## config.mk

```make
export PLATFORM = sky130hd
export DESIGN_NAME = dmem_arbiter
export DESIGN_NICKNAME = d
export VERILOG_FILES = /design/src/rtl/dmem_arbiter.sv
export SDC_FILE = /design/constraint.sdc
export NUM_CORES = 1
export LEC_CHECK = 0
export ABC_AREA = 1
export CAP_MARGIN = 40
export CORE_ASPECT_RATIO = 0.7
export CORE_MARGIN = 1
export CORE_UTILIZATION = 25
export CTS_CLUSTER_DIAMETER = 30
export CTS_CLUSTER_SIZE = 28
export DETAILED_ROUTE_END_ITERATION = 10
export GPL_TIMING_DRIVEN = 0
export PLACE_DENSITY_LB_ADDON = 0.1
export SYNTH_ARGS = -nofsm -noshare
export SYNTH_HDL_FRONTEND = slang
export SYNTH_SLANG_ARGS = --single-unit
```

## constraint.sdc

```tcl
create_clock -name clk -period 4.9 [get_ports clk]
set_input_delay 0.735 -clock clk [delete_from_list [all_inputs] [get_ports clk]]
set_output_delay 0.735 -clock clk [all_outputs]
set_load 0.005 [all_outputs]
```

## src/rtl/dmem_arbiter.sv

```systemverilog
// Two-port arbiter in front of cpu_mem's data port: port 0 is the cpu, port 1 the debug/loader master.
// One transaction in flight at a time, round-robin on ties, fixed read latency RD_LAT.
`timescale 1ns/1ps

package dmem_arbiter_pkg;

  typedef enum logic [2:0] {
    MEM_DT_BYTE  = 3'd0,
    MEM_DT_HALF  = 3'd1,
    MEM_DT_WORD  = 3'd2,
    MEM_DT_UBYTE = 3'd4,
    MEM_DT_UHALF = 3'd5
  } mem_dt_e;

  typedef enum logic [3:0] {
    ENONE     = 4'd0,
    EMISALIGN = 4'd1,
    EBADADDR  = 4'd2
  } errno_e;

endpackage

// Handshake: a requester raises reqN with we/addr/wd/dt stable and holds them
// until the one-cycle gntN pulse; the result arrives later as a one-cycle
// rvalidN pulse, with rdN/errN valid during it and held until the next
// completion for that port. There is no backpressure on the response side.
module dmem_arbiter
  import dmem_arbiter_pkg::*;
#(
  parameter int RD_LAT = 1
) (
  input  logic        clk,
  input  logic        rst,
  input  logic        req0,
  input  logic        req1,
  input  logic        we0,
  input  logic        we1,
  input  logic [31:0] addr0,
  input  logic [31:0] addr1,
  input  logic [31:0] wd0,
  input  logic [31:0] wd1,
  input  mem_dt_e     dt0,
  input  mem_dt_e     dt1,
  output logic        gnt0,
  output logic        gnt1,
  output logic        rvalid0,
  output logic        rvalid1,
  output logic [31:0] rd0,
  output logic [31:0] rd1,
  output errno_e      err0,
  output errno_e      err1,
  output logic [31:0] mem_addr,
  output logic [31:0] mem_wd,
  output logic        mem_we,
  output mem_dt_e     mem_dt,
  input  logic [31:0] mem_rd,
  input  errno_e      mem_err,
  output logic [1:0]  dbg_state
);

  localparam logic [1:0] S_IDLE   = 2'd0;
  localparam logic [1:0] S_ACCESS = 2'd1;
  localparam logic [1:0] S_WAIT   = 2'd2;
  localparam logic [1:0] S_RESP   = 2'd3;

  localparam logic [2:0] LAT = RD_LAT[2:0];

  logic [1:0]  state;
  logic        owner;
  logic        last_owner;
  logic        lat_we;
  logic [31:0] lat_addr;
  logic [31:0] lat_wd;
  mem_dt_e     lat_dt;
  logic [2:0]  cnt;
  logic        pick;
  logic [31:0] cap_rd;

  // On a tie the port that did not complete the previous transaction wins.
  always_comb begin
    pick = req1;
    if (req0 && req1) begin
      pick = ~last_owner;
    end
  end

  assign cap_rd    = lat_we ? 32'd0 : mem_rd;
  assign dbg_state = state;

  always_ff @(posedge clk or negedge rst) begin
    if (!rst) begin
      state      <= S_IDLE;
      owner      <= 1'b0;
      last_owner <= 1'b1;
      lat_we     <= 1'b0;
      lat_addr   <= 32'd0;
      lat_wd     <= 32'd0;
      lat_dt     <= MEM_DT_WORD;
      cnt        <= 3'd0;
      rd0        <= 32'd0;
      rd1        <= 32'd0;
      err0       <= ENONE;
      err1       <= ENONE;
    end else begin
      case (state)
        S_IDLE: begin
          if (req0 || req1) begin
            owner    <= pick;
            lat_we   <= pick ? we1   : we0;
            lat_addr <= pick ? addr1 : addr0;
            lat_wd   <= pick ? wd1   : wd0;
            lat_dt   <= pick ? dt1   : dt0;
            state    <= S_ACCESS;
          end
        end
        S_ACCESS: begin
          cnt   <= LAT;
          state <= S_WAIT;
        end
        S_WAIT: begin
          cnt <= cnt - 3'd1;
          // cnt==1 means this edge is the one where the count reaches zero.
          if (cnt == 3'd1) begin
            if (owner) begin
              rd1  <= cap_rd;
              err1 <= mem_err;
            end else begin
              rd0  <= cap_rd;
              err0 <= mem_err;
            end
            last_owner <= owner;
            state      <= S_RESP;
          end
        end
        S_RESP: begin
          state <= S_IDLE;
        end
        default: begin
          state <= S_IDLE;
        end
      endcase
    end
  end

  // Outputs decode from state only, so an asynchronous reset idles them at once.
  always_comb begin
    gnt0     = 1'b0;
    gnt1     = 1'b0;
    rvalid0  = 1'b0;
    rvalid1  = 1'b0;
    mem_addr = 32'd0;
    mem_wd   = 32'd0;
    mem_we   = 1'b0;
    mem_dt   = MEM_DT_WORD;
    case (state)
      S_ACCESS: begin
        gnt0     = ~owner;
        gnt1     = owner;
        mem_addr = lat_addr;
        mem_wd   = lat_wd;
        mem_we   = lat_we;
        mem_dt   = lat_dt;
      end
      S_WAIT: begin
        mem_addr = lat_addr;
        mem_wd   = lat_wd;
        mem_dt   = lat_dt;
      end
      S_RESP: begin
        rvalid0 = ~owner;
        rvalid1 = owner;
      end
      default: begin
        gnt0 = 1'b0;
      end
    endcase
  end

endmodule

```

### After elaboration in Yosys (flattened, before gate mapping)

Cells that the tools add are included.

| operators by class | value |
|---|---|
| reductions and logical operators | 10 |
| divide/modulo/power cells | 0 |
| magnitude comparators | 0 |
| shift-type cells | 0 |
| equality and inequality tests | 6 |
| multiplexer cells | 18 |
| bitwise gates (word level) | 2 |
| add/subtract/negate cells | 1 |
| multipliers | 0 |

Operator list:

| cell | count |
|---|---|
| $mux 32 | 5 |
| $pmux 2 s4 | 1 |
| $mux 1 | 7 |
| $mux 3 | 2 |
| $pmux 3 s2 | 1 |
| $reduce_and 2->1 | 3 |
| $reduce_and 3->1 | 2 |
| $eq 2x2->1 const B | 2 |
| $mux 2 | 2 |
| $ne 2x2->1 const B | 2 |
| $eq 3x1->1 const B | 1 |
| $sub 3x1->3 const B | 1 |
| $eq 2x1->1 const B | 1 |
| $logic_not 2->1 | 1 |
| $not 1->1 | 2 |
| $reduce_bool 2->1 | 1 |
| $reduce_or 2->1 | 1 |
| $logic_and 1x1->1 | 1 |
| $logic_or 1x1->1 | 1 |

| word-level totals | value |
|---|---|
| bits in read-only memories | 0 |
| memories | 0 |
| latch bits | 0 |
| word-level logic and storage cells | 49 |
| RAM bits | 0 |
| output and inout port bits | 146 |
| register bits after elaboration | 147 |

### Longest topological paths before layout

| depth | value |
|---|---|
| depth in word-level cells | 3 |
| depth in mapped cells | 8 |

### Worst setup path before layout

Ideal clock, no wire load.

| timing path | value |
|---|---|
| path type | reg2out |
| from | register state[0], in the netlist dbg_state[0] |
| to | output port mem_addr[21] |
| cell stages (with the launch flop) | 8 |
| slack | 2678 ps |
| path buffers | 3 |
| required time | 4165 ps |
| data arrival time | 1487 ps |
| cell sequence | dfrtp_1 > inv_1 > ha_1 > clkbuf_1 > buf_2 > buf_2 > nand2_1 > inv_1 |

| between the ends | value |
|---|---|
| word-level cells in the longest chain between the ends | 3 |
| elaborated cells on any way between the ends | 4 |

RTL lines:

| item | line | RTL |
|---|---|---|
| from (decl) | 68 | `logic [1:0] state;` |
| from (signal assigned) | 92 | `state <= S_IDLE;` |
| from (signal assigned) | 113 | `state <= S_ACCESS;` |
| from (signal assigned) | 118 | `state <= S_WAIT;` |
| $eq 2x2->1 or $eq 2x1->1 (tied branches) | 155 | `case (state)` |
| $reduce_or 2->1 (no line) (*) | n/a |  |
| $mux 32 (*) | 155 |  |
| to (decl) | 52 | `output logic [31:0] mem_addr,` |

Every way passes the cells marked *; elsewhere a longest branch is shown, timed or not.

### Worst setup path after layout

| timing path | value |
|---|---|
| from | register state[1], in the netlist dbg_state[1] |
| to | output port mem_addr[29] |

Same word-level chain as after synthesis.

==> reports/qor.yml <==
drtAntennaViolNets: 0
drive_gt1_share_pct: 5.196
clockRootBuffer: "clkbuf_16"
drt_first_pass_iters: 5
yosys.area_share.simple_pct: 32.50
die_x_um: 212.8
ys_warn_count: 0
via_count: 7670
p_leak_nw: 6.784
worstPathRequired_ns: 4.16
cap_violations: 0
grt_pass1_wl_mm: 41.86
rows: 53
synth_area_leader_cell: "dfrtp_1"
core_um2: 30310
drv_slew: 0
initial_core_util_pct: 25.65
finalPower_mw: 7.318
synth-compound-area-share_pct: 2.865
cp-start-kind: "flip-flop"
synthesis.area_um2: 7774
fin_setup_tns_ns: 0
drc_errors: 0
layout_common_cells: "nand2_1 (464), clkdlybuf4s50_1 (319), inv_1 (253)"
finalSetupViolCount: 0
crit_path_cell_trace: "inv_1, ha_1, clkbuf_1, buf_2, buf_2, nand2_1, inv_1, clkdlybuf4s50_1"
fin_crit_sh_pct: 74.43
clock_skew_ns: 0.009736
routed_wl_mm: 26.38
final_cells: 1894
clock_path_buffers: 2
swShare_pct: 37.55
power_frac_clock_pct: 20.1
cpMaxStageDelayCell: "clkdlybuf4s50_1"
grt_max_degree: 76
mostFrequentLayoutCell: "nand2_1"
first_global_vias: 7629
viasPerCell: 4.050
power.share.combinational_pct: 51.2
period_minus_slack_ns: 3.647
synthAdderAreaFrac_pct: 1.288
pwr-share-seq_pct: 28.8
yosysSeqAreaShare_pct: 47.35
finalWorstSetupSlack_ns: 1.253
grt_overflow: 0
num_io_pins: 322
cts_hold_buf: 0
finalHoldViolations: 0
synth_area_leaders: "dfrtp_1 (47%), nand2_1 (22%), inv_1 (12%)"
die_height_um: 149.5
drt_first_iter_violations: 394
internal-power_mw: 4.570
dp_cells: 1862
slowest_delay_ns: 0.52
tightestPinTransition_ns: 0.6486
numPortBuffers: 320
n_antenna_cell: 0
synth_top_area_share_pct: 46.68
dp_hpwl_mm: 20.12
setup.worst_path.class: "reg2out"
netlist_instances: 1129
p_sw_mw: 2.748
relSlewSlack_pct: 56.76
routabilityCongestion: 0.7750
r2r_cells: 8
wire_per_inst_um: 13.93
cts_buffers: 17
insertion_delay_ns: 0.43
worstPathArrival_ns: 2.91
syn-num-nets: 1313
path_clk_slew_ns: 0.07
end_kind: "output pin"
holdCritPathClass: "in2async"
nets: 1653
synth.distinct_cells: 20
status: "completed"
synth-xor-area-share_pct: 0
antenna_found_initial: 0
cts_tree: "done"
area_growth_pct: 56.74
die-area_um2: 31820
synth-seq-cells: 147
syn_area_per_cell_um2: 6.885
h-tree-depth: 4
cts.sinks: 147
powerDensity_nw_per_um2: 600.6
grt_use_total_pct: 17.18
synth_top_family_by_area: "simple AND/OR/NAND/NOR gates"
synthMuxAreaShare_pct: 0
post_cts_resize_count: 0
vdd_ir_drop_max_v: 0.0002282
fmax_ghz: 0.2742
whs_ns: 0.2365
path_max_fanout: 10
dp_slack_ns: 1.549
cts_setup_buffers: 0
rsz0062_at_grt: "false"
## sequential cells by signal, summed over array words and instances, names as in the netlist
name        cells
err1            4
rd0            32
dbg_state       2
err0            4
rd1            32
lat_we          1
cnt             3
last_owner      1
lat_dt          3
lat_addr       32
owner           1
lat_wd         32
## routing by layer
layer	global-route usage, %	vias up	part of all wire (%)	wire (µm)
li1	-	3974	-	-
met1	24.43	3485	50	13200
met2	25.16	199	42	11170
met3	5.310	12	7.0	1843
met4	4.029	0	0.65	172
met5	0	-	0	0
## per-stage QoR
stage	util [%]	cell area, µm²
3_5_place_dp	38.03	11520
4_1_cts	40.20	12180
2_1_floorplan	-	7774
6_report	40.20	12180
3_3_place_gp	37.92	11490
5_1_grt	40.20	12180
## path summary, 6_finish.rpt
check | startpoint | endpoint | slack [ns]
worst max-delay path | dbg_state[1]$_DFFE_PN0P_ | mem_addr[29] | 1.25
worst min-delay path | rst | lat_addr[13]$_DFFE_PN0P_ | 0.24
worst max register to register | dbg_state[0]$_DFFE_PN0P_ | lat_addr[30]$_DFFE_PN0P_ | 2.94
worst min register to register | rd1[15]$_DFFE_PN0P_ | rd1[15]$_DFFE_PN0P_ | 0.48
max in group asynchronous | rst | rd1[20]$_DFFE_PN0P_ | 3.84
min in group clk | rd1[15]$_DFFE_PN0P_ | rd1[15]$_DFFE_PN0P_ | 0.48
## cell type report
cell class / instances / area [µm²]
plain buffers: 61 / 294.0
multi-input cells: 668 / 2849
repair buffers: 321 / 3236
fillers: 3217 / 18120
inverters: 253 / 949.7
well taps: 412 / 515.5
clock buffers: 20 / 466.7
flip-flops and latches: 147 / 3681
clock inverters: 12 / 192.7
## logic make-up after synthesis
| group | count (synthesis) |
|---|---|
| AOI/OAI and AO/OA | 42 |
| adders and majority gates | 8 |
| buffers and inverters | 314 |
| DFF | 147 |
| and+or+nand+nor | 618 |
## power groups by stage
stage	sequential, mW	combinational (mW)	clock [mW]
finish	2.11	3.74	1.47
global route	2.18	4.23	1.57
CTS	2.11	3.84	1.52
detailed placement	2.12	3.82	0
global placement	2.12	3.82	0
floorplan	2.10	1.67	0
## synth_stat cells
library cell,n
buf_4,5
ha_1,8
buf_1,2
nand2_1,464
nand3_1,139
nor2_1,7
clkbuf_1,27
nor2_4,1
o21ai_4,1
buf_2,25
o21ai_0,40
or2_2,2
dfstp_2,2
nand2_2,2
nand3_2,2
inv_1,253
dfrtp_1,145
o22ai_1,1
nor2_2,1
buf_6,2
## critical path, delay by kind of cell, from the launching register on
family	cells	cell delay (ns)
buffers and inverters	6	1.71
and+or+nand+nor	1	0.07
adders and majority gates	1	0.28
DFF	1	0.43
Note: power is estimated with default switching activity, not from simulation.
